`src/rtl/lcd_pixel_spi_ctrl.sv`:
```
// Register-mapped controller for a 4-wire SPI RGB565 TFT panel: panel reset and
// init command list after reset, then single-pixel CASET/RASET/RAMWR writes.
module lcd_pixel_spi_ctrl #(
    parameter int          ADDRESS_WIDTH = 12,
    parameter logic [15:0] LCD_W_P       = 16'd128,
    parameter logic [15:0] LCD_H_P       = 16'd128,
    parameter int          CLK_DIV       = 1,
    parameter int          RST_CYCLES    = 16,
    parameter int          INIT_WAIT     = 64
) (
    input  logic                     up_clk,
    input  logic                     up_rstn,
    input  logic                     up_wreq,
    input  logic [ADDRESS_WIDTH-1:0] up_waddr,
    input  logic [31:0]              up_wdata,
    output logic                     up_wack,
    input  logic                     up_rreq,
    input  logic [ADDRESS_WIDTH-1:0] up_raddr,
    output logic [31:0]              up_rdata,
    output logic                     up_rack,
    output logic                     lcd_rst_n_out,
    output logic                     lcd_cs_out,
    output logic                     lcd_dc_out,
    output logic                     lcd_clk_out,
    output logic                     lcd_data_out
);

    localparam logic [2:0] ST_RST   = 3'd0;
    localparam logic [2:0] ST_RWAIT = 3'd1;
    localparam logic [2:0] ST_INIT  = 3'd2;
    localparam logic [2:0] ST_IDLE  = 3'd3;
    localparam logic [2:0] ST_PIX   = 3'd4;

    localparam logic [2:0] EN_IDLE  = 3'd0;
    localparam logic [2:0] EN_SETUP = 3'd1;
    localparam logic [2:0] EN_HIGH  = 3'd2;
    localparam logic [2:0] EN_LOW   = 3'd3;
    localparam logic [2:0] EN_TAIL  = 3'd4;
    localparam logic [2:0] EN_GAP   = 3'd5;

    localparam logic [15:0] DIV_LAST  = 16'(CLK_DIV - 1);
    localparam logic [15:0] RST_LAST  = 16'(RST_CYCLES - 1);
    localparam logic [15:0] WAIT_LAST = 16'(INIT_WAIT - 1);
    localparam logic [3:0]  INIT_LAST = 4'd5;
    localparam logic [3:0]  PIX_LAST  = 4'd12;

    logic [31:0] xy_r;
    logic [15:0] color_r;
    logic [15:0] x_work_r;
    logic [15:0] y_work_r;
    logic [15:0] color_work_r;
    logic        busy_r;
    logic        init_done_r;
    logic        pixel_done_r;
    logic        coord_err_r;
    logic [2:0]  state_r;
    logic [3:0]  idx_r;
    logic [15:0] cnt_r;
    logic        wait_r;
    logic        xfer_r;
    logic        rst_n_r;

    logic [2:0]  eng_r;
    logic [15:0] dcnt_r;
    logic [2:0]  bcnt_r;
    logic [7:0]  sh_r;
    logic        cs_r;
    logic        sclk_r;
    logic        mosi_r;
    logic        dc_r;
    logic        eng_done_r;

    logic        wack_r;
    logic        rack_r;
    logic [31:0] rdata_r;

    logic        wr_acc_s;
    logic        ctrl_wr_s;
    logic        start_s;
    logic        reinit_s;
    logic        coord_bad_s;
    logic        eng_start_s;
    logic [7:0]  seq_byte_s;
    logic        seq_dc_s;
    logic [31:0] rd_mux_s;

    assign wr_acc_s    = up_wreq && !wack_r;
    assign ctrl_wr_s   = wr_acc_s && (up_waddr == ADDRESS_WIDTH'(0));
    assign reinit_s    = ctrl_wr_s && up_wdata[1] && !busy_r;
    assign start_s     = ctrl_wr_s && up_wdata[0] && init_done_r && !busy_r && !reinit_s;
    assign coord_bad_s = (xy_r[31:16] >= LCD_W_P) || (xy_r[15:0] >= LCD_H_P);
    assign eng_start_s = ((state_r == ST_INIT) || (state_r == ST_PIX)) && !xfer_r && !wait_r && !reinit_s;

    // Byte to send for the current position in the init or pixel command list.
    always_comb begin
        seq_byte_s = 8'h00;
        seq_dc_s   = 1'b0;
        if (state_r == ST_INIT) begin
            case (idx_r)
                4'd0:    begin seq_byte_s = 8'h11; seq_dc_s = 1'b0; end
                4'd1:    begin seq_byte_s = 8'h3A; seq_dc_s = 1'b0; end
                4'd2:    begin seq_byte_s = 8'h05; seq_dc_s = 1'b1; end
                4'd3:    begin seq_byte_s = 8'h36; seq_dc_s = 1'b0; end
                4'd4:    begin seq_byte_s = 8'h00; seq_dc_s = 1'b1; end
                4'd5:    begin seq_byte_s = 8'h29; seq_dc_s = 1'b0; end
                default: begin seq_byte_s = 8'h00; seq_dc_s = 1'b0; end
            endcase
        end else begin
            case (idx_r)
                4'd0:        begin seq_byte_s = 8'h2A;               seq_dc_s = 1'b0; end
                4'd1, 4'd3:  begin seq_byte_s = x_work_r[15:8];      seq_dc_s = 1'b1; end
                4'd2, 4'd4:  begin seq_byte_s = x_work_r[7:0];       seq_dc_s = 1'b1; end
                4'd5:        begin seq_byte_s = 8'h2B;               seq_dc_s = 1'b0; end
                4'd6, 4'd8:  begin seq_byte_s = y_work_r[15:8];      seq_dc_s = 1'b1; end
                4'd7, 4'd9:  begin seq_byte_s = y_work_r[7:0];       seq_dc_s = 1'b1; end
                4'd10:       begin seq_byte_s = 8'h2C;               seq_dc_s = 1'b0; end
                4'd11:       begin seq_byte_s = color_work_r[15:8];  seq_dc_s = 1'b1; end
                4'd12:       begin seq_byte_s = color_work_r[7:0];   seq_dc_s = 1'b1; end
                default:     begin seq_byte_s = 8'h00;               seq_dc_s = 1'b0; end
            endcase
        end
    end

    // Read data mux over the register map.
    always_comb begin
        rd_mux_s = 32'h0000_0000;
        case (up_raddr)
            ADDRESS_WIDTH'(1): rd_mux_s = {26'd0, coord_err_r, pixel_done_r, init_done_r, 2'b00, busy_r};
            ADDRESS_WIDTH'(2): rd_mux_s = xy_r;
            ADDRESS_WIDTH'(4): rd_mux_s = {16'h0000, color_r};
            default:           rd_mux_s = 32'h0000_0000;
        endcase
    end

    // Bus handshake and shadow registers.
    always_ff @(posedge up_clk) begin
        if (!up_rstn) begin
            wack_r  <= 1'b0;
            rack_r  <= 1'b0;
            rdata_r <= 32'h0000_0000;
            xy_r    <= 32'h0000_0000;
            color_r <= 16'h0000;
        end else begin
            wack_r <= wr_acc_s;
            rack_r <= up_rreq;
            if (up_rreq) begin
                rdata_r <= rd_mux_s;
            end
            if (wr_acc_s && (up_waddr == ADDRESS_WIDTH'(2))) begin
                xy_r <= up_wdata;
            end
            if (wr_acc_s && (up_waddr == ADDRESS_WIDTH'(4))) begin
                color_r <= up_wdata[15:0];
            end
        end
    end

    // Sequencer: panel reset, init list, pixel window write and status flags.
    always_ff @(posedge up_clk) begin
        if (!up_rstn) begin
            state_r      <= ST_RST;
            idx_r        <= 4'd0;
            cnt_r        <= 16'd0;
            wait_r       <= 1'b0;
            xfer_r       <= 1'b0;
            rst_n_r      <= 1'b0;
            busy_r       <= 1'b0;
            init_done_r  <= 1'b0;
            pixel_done_r <= 1'b0;
            coord_err_r  <= 1'b0;
            x_work_r     <= 16'd0;
            y_work_r     <= 16'd0;
            color_work_r <= 16'd0;
        end else if (reinit_s) begin
            state_r      <= ST_RST;
            idx_r        <= 4'd0;
            cnt_r        <= 16'd0;
            wait_r       <= 1'b0;
            xfer_r       <= 1'b0;
            rst_n_r      <= 1'b0;
            init_done_r  <= 1'b0;
            pixel_done_r <= 1'b0;
        end else begin
            if (start_s) begin
                x_work_r     <= xy_r[31:16];
                y_work_r     <= xy_r[15:0];
                color_work_r <= color_r;
                idx_r        <= 4'd0;
                if (coord_bad_s) begin
                    coord_err_r  <= 1'b1;
                    pixel_done_r <= 1'b1;
                end else begin
                    coord_err_r  <= 1'b0;
                    pixel_done_r <= 1'b0;
                    busy_r       <= 1'b1;
                    state_r      <= ST_PIX;
                end
            end
            case (state_r)
                ST_RST: begin
                    if (cnt_r == RST_LAST) begin
                        cnt_r   <= 16'd0;
                        rst_n_r <= 1'b1;
                        state_r <= ST_RWAIT;
                    end else begin
                        cnt_r <= cnt_r + 16'd1;
                    end
                end
                ST_RWAIT: begin
                    if (cnt_r == WAIT_LAST) begin
                        cnt_r   <= 16'd0;
                        idx_r   <= 4'd0;
                        state_r <= ST_INIT;
                    end else begin
                        cnt_r <= cnt_r + 16'd1;
                    end
                end
                ST_INIT, ST_PIX: begin
                    if (wait_r) begin
                        // Sleep-out settling time after the first init command.
                        if (cnt_r == WAIT_LAST) begin
                            cnt_r  <= 16'd0;
                            wait_r <= 1'b0;
                        end else begin
                            cnt_r <= cnt_r + 16'd1;
                        end
                    end else if (eng_start_s) begin
                        xfer_r <= 1'b1;
                    end else if (eng_done_r) begin
                        xfer_r <= 1'b0;
                        if ((state_r == ST_INIT) && (idx_r == INIT_LAST)) begin
                            init_done_r <= 1'b1;
                            idx_r       <= 4'd0;
                            state_r     <= ST_IDLE;
                        end else if ((state_r == ST_PIX) && (idx_r == PIX_LAST)) begin
                            busy_r       <= 1'b0;
                            pixel_done_r <= 1'b1;
                            idx_r        <= 4'd0;
                            state_r      <= ST_IDLE;
                        end else begin
                            idx_r  <= idx_r + 4'd1;
                            wait_r <= (state_r == ST_INIT) && (idx_r == 4'd0);
                        end
                    end
                end
                ST_IDLE: begin
                    cnt_r <= 16'd0;
                end
                default: begin
                    state_r <= ST_RST;
                end
            endcase
        end
    end

    // SPI mode-0 byte engine, MSB first, chip select framed per byte.
    always_ff @(posedge up_clk) begin
        if (!up_rstn || reinit_s) begin
            eng_r      <= EN_IDLE;
            dcnt_r     <= 16'd0;
            bcnt_r     <= 3'd0;
            sh_r       <= 8'h00;
            cs_r       <= 1'b1;
            sclk_r     <= 1'b0;
            mosi_r     <= 1'b0;
            dc_r       <= 1'b0;
            eng_done_r <= 1'b0;
        end else begin
            eng_done_r <= 1'b0;
            case (eng_r)
                EN_IDLE: begin
                    if (eng_start_s) begin
                        cs_r   <= 1'b0;
                        dc_r   <= seq_dc_s;
                        mosi_r <= seq_byte_s[7];
                        sh_r   <= {seq_byte_s[6:0], 1'b0};
                        bcnt_r <= 3'd0;
                        dcnt_r <= 16'd0;
                        eng_r  <= EN_SETUP;
                    end
                end
                EN_SETUP, EN_LOW: begin
                    if (dcnt_r == DIV_LAST) begin
                        dcnt_r <= 16'd0;
                        sclk_r <= 1'b1;
                        eng_r  <= EN_HIGH;
                    end else begin
                        dcnt_r <= dcnt_r + 16'd1;
                    end
                end
                EN_HIGH: begin
                    if (dcnt_r == DIV_LAST) begin
                        dcnt_r <= 16'd0;
                        sclk_r <= 1'b0;
                        if (bcnt_r == 3'd7) begin
                            eng_r <= EN_TAIL;
                        end else begin
                            bcnt_r <= bcnt_r + 3'd1;
                            mosi_r <= sh_r[7];
                            sh_r   <= {sh_r[6:0], 1'b0};
                            eng_r  <= EN_LOW;
                        end
                    end else begin
                        dcnt_r <= dcnt_r + 16'd1;
                    end
                end
                EN_TAIL: begin
                    if (dcnt_r == DIV_LAST) begin
                        dcnt_r <= 16'd0;
                        cs_r   <= 1'b1;
                        mosi_r <= 1'b0;
                        eng_r  <= EN_GAP;
                    end else begin
                        dcnt_r <= dcnt_r + 16'd1;
                    end
                end
                EN_GAP: begin
                    if (dcnt_r == 16'd1) begin
                        dcnt_r     <= 16'd0;
                        eng_done_r <= 1'b1;
                        eng_r      <= EN_IDLE;
                    end else begin
                        dcnt_r <= dcnt_r + 16'd1;
                    end
                end
                default: begin
                    eng_r <= EN_IDLE;
                end
            endcase
        end
    end

    assign up_wack       = wack_r;
    assign up_rack       = rack_r;
    assign up_rdata      = rdata_r;
    assign lcd_rst_n_out = rst_n_r;
    assign lcd_cs_out    = cs_r;
    assign lcd_dc_out    = dc_r;
    assign lcd_clk_out   = sclk_r;
    assign lcd_data_out  = mosi_r;

endmodule

```
`config.mk`:
```
export PLATFORM = sky130hd
export DESIGN_NAME = lcd_pixel_spi_ctrl
export DESIGN_NICKNAME = d
export VERILOG_FILES = /design/src/rtl/lcd_pixel_spi_ctrl.sv
export SDC_FILE = /design/constraint.sdc
export NUM_CORES = 1
export LEC_CHECK = 0
export ABC_AREA = 1
export ABC_CLOCK_PERIOD_IN_PS = 4800
export CAP_MARGIN = 20
export CORE_MARGIN = 2
export CORE_UTILIZATION = 45
export DETAILED_ROUTE_END_ITERATION = 10
export PLACE_DENSITY = 0.67
export SYNTH_ARGS = -nofsm -noshare
export SYNTH_HDL_FRONTEND = slang
export SYNTH_SLANG_ARGS = --single-unit
export TNS_END_PERCENT = 100
```
`constraint.sdc`:
```
create_clock -name up_clk -period 4.8 [get_ports up_clk]
set_input_delay 0.72 -clock up_clk [delete_from_list [all_inputs] [get_ports up_clk]]
set_output_delay 0.72 -clock up_clk [all_outputs]
set_load 0.03 [all_outputs]
```
==> out/qor.yml <==
status: "finished, final reports clean"
swShare_pct: 28.5
ios: 99
critPathBufInv: 3
switching_power_mw: 1.02
crit_type: "input pin to register"
cts_buffer_depth: 2
post_cts_buffers: 0
rsz0062_at_grt: "no"
max_slew_margin_pct: 36.4
place.gp.congestion: 0.870
ir_worst_vdd_mv: 0.230
async_flop_share_pct: 0
cp-end-kind: "register"
grt_pass1_wl_mm: 37.7
h-tree-depth: 4
use_met2_pct: 35.7
path_clk_slew_ns: 0.07
finalCritPeriodShare_pct: 57.1
nets: 1431
synth-edff-count: 0
grt_max_degree: 116
period_needed_ns: 2.74
cellPowerDensity_mw_per_mm2: 333
holdBufCountCts: 0
wirelength_mm: 22.2
drive_gt1_share_pct: 4.88
dr.pass1.iters: 5
synth_nets: 1360
cp_slowest_cell: "clkdlybuf4s50_1"
synth_flop_cell: "dfxtp_1"
io_buffers: 98
rr_startpoint: "up_wack"
worstMarginPinSlew_ns: 0.954
arrival_ns: 3.05
die_area_mm2: 0.0210
viasPerCell: 5.16
design_area_mm2: 0.0107
hp-start: "lcd_dc_out"
hold_path.class: "register to register"
cp_top_family: "simple AND/OR/NAND/NOR gates"
p_comb_share_pct: 12.7
core_area_mm2: 0.0195
cts_resized: 0
avgSynthCellArea_um2: 6.94
clkLatencyLatePin_ns: 0.44
num_antenna_cells: 0
synth-seq-cells: 194
area_growth_pct: 20.1
ant_nets: 0
grtUsageMet1_pct: 28.3
syn_area_mm2: 0.00895
yosysSeqAreaShare_pct: 43.4
grt-ovfl-total: 0
first_iter_violations: 581
p_int_mw: 2.56
p_seq_share_pct: 46.7
yosys_warnings: 0
die_x_um: 145
cts_tree: "built"
place_area_mm2: 0.0101
crit_chain: "clkdlybuf4s50_1, or2_1, nor2_1, nand3_1, nand2_1, buf_4, inv_1, nand2_1, nor3_1"
max_freq_mhz: 365
clock-sinks: 194
met3_usage_pct: 3.62
track_usage_pct: 21.3
grt_pass1_vias: 7917
cp_max_fo: 36
vias: 8455
post-dp-hpwl_mm: 15.6
die_h_um: 145
drcViolationCount: 0
startpoint_type: "input pin"
root_buffer: "clkbuf_16"
synthCells: 1290
setup-tns-final_ns: 0
cts_made_buffers: 17
final_util_pct: 55.2
p_leak_nw: 4.35
cpMostUsedCell: "nand2_1"
grt-busiest-layer: "met2"
fin_skew_ns: 0.0119
initial_core_util_pct: 46.0
synth.distinct_cells: 44
slew_violations: 0
slowest_delay_ns: 0.41
p_clk_share_pct: 40.5
cp.required_ns: 5.11
critPathLaunch: "up_waddr[2]"
drv_cap: 0
finalSetupViolCount: 0
wire_per_inst_um: 13.5
rows: 51
antenna_found_initial: 0
finalHoldViolCount: 0
## flip-flops by register name, summed over array words and instances, names as in the netlist, 3 cells and up
signal	flops
up_rdata	32
xy_r	32
cnt_r	16
color_r	16
color_work_r	16
dcnt_r	16
x_work_r	16
y_work_r	16
sh_r	7
idx_r	4
bcnt_r	3
eng_r	3
state_r	3
## worst register-to-register path, cell delays in order, from the launching register on
cell and delay (ns):
dfxtp_1 0.32, nor2_1 0.14, nand2_1 0.09, nor2_1 0.13
nand3_1 0.19, nand2_1 0.12, buf_4 0.37, inv_1 0.33
nand2_1 0.39, nor3_1 0.10
## power by group through the flow
stage / logic, mW / clock network (mW) / registers (mW)
after floorplan: 0.297 / 0 / 1.73
after global placement: 0.456 / 0 / 1.71
after detailed placement: 0.461 / 0 / 1.71
after CTS: 0.463 / 1.48 / 1.67
after global routing: 0.516 / 1.55 / 1.68
final: 0.457 / 1.45 / 1.67
## layer usage
metal,vias to the layer above,part of all wire (%)
met5,-,0
met4,0,1.6
met3,26,3.4
met2,161,48
met1,3873,47
li1,4395,-
## cell usage in the layout, fill, tap and decap left out, types with 7 or more instances in the layout
cell | Yosys | layout
inv_1 | 121 | 121
nand4_1 | 29 | 29
nand2_1 | 243 | 243
a21oi_1 | 139 | 139
buf_4 | 0 | 10
clkbuf_16 | 0 | 17
clkdlybuf4s50_1 | 0 | 97
dfxtp_1 | 194 | 194
o21ai_0 | 136 | 136
nor2_1 | 197 | 196
xor2_1 | 7 | 7
nor3_1 | 27 | 26
nand3_1 | 65 | 65
ha_1 | 10 | 10
## kinds of logic (layout without fill, tap and decap cells)
group	after synthesis	in the layout	synth area share, %
AO/OA/AOI/OAI	311	311	18.6
XOR/XNOR	8	8	0.783
adder cells (fa/ha/maj)	10	10	1.40
AND/OR/NAND/NOR	585	585	27.9
buffers and inverters	182	266	7.87
flip-flops	194	194	43.4
## through the flow
stage          setup slack (ns)  instances  hold WS [ns]  total power [mW]
3_3_place_gp               1.64       1605         0.440              2.17
3_5_place_dp               1.57       1606         0.444              2.17
5_1_grt                    1.80       1639         0.477              3.75
4_1_cts                    2.02       1638         0.454              3.62
6_report                   2.06       1639         0.450              3.58
2_1_floorplan              2.77       1290         0.424              2.03
## final cells by class
cell class / count / area [um^2]
multi-input combinational: 914 / 4370
fill: 1925 / 8710
timing repair buffer: 109 / 1080
clock buffer: 17 / 425
tap: 265 / 332
inverter: 125 / 469
clock inverter: 15 / 188
sequential: 194 / 3880
## synthesized netlist by cell type, types with 3 or more instances
| cell type | number | area [um^2] |
|---|---|---|
| nor3b_1 | 5 | 37.5 |
| or2_2 | 6 | 37.5 |
| clkbuf_1 | 43 | 161 |
| nor3_1 | 27 | 135 |
| ha_1 | 10 | 125 |
| buf_2 | 11 | 55.1 |
| nand2_1 | 243 | 912 |
| o21bai_1 | 5 | 37.5 |
| o21ai_0 | 136 | 681 |
| o211ai_1 | 6 | 45.0 |
| a22o_1 | 5 | 43.8 |
| nand4_1 | 29 | 181 |
| a21oi_1 | 139 | 696 |
| inv_1 | 121 | 454 |
| o2111ai_1 | 3 | 26.3 |
| xor2_1 | 7 | 61.3 |
| nand3_1 | 65 | 325 |
| nor2_1 | 197 | 739 |
| dfxtp_1 | 194 | 3880 |
| a31oi_1 | 4 | 25.0 |
## path summary, 6_finish.rpt
check | depth (start not counted) | slack [ns] | to
max | 9 | 2.06 | cnt_r[13]
min | 2 | 0.45 | lcd_dc_out
max reg2reg | 9 | 2.50 | cnt_r[13]
min reg2reg | 2 | 0.45 | lcd_dc_out
(Power assumes the default switching activity.)
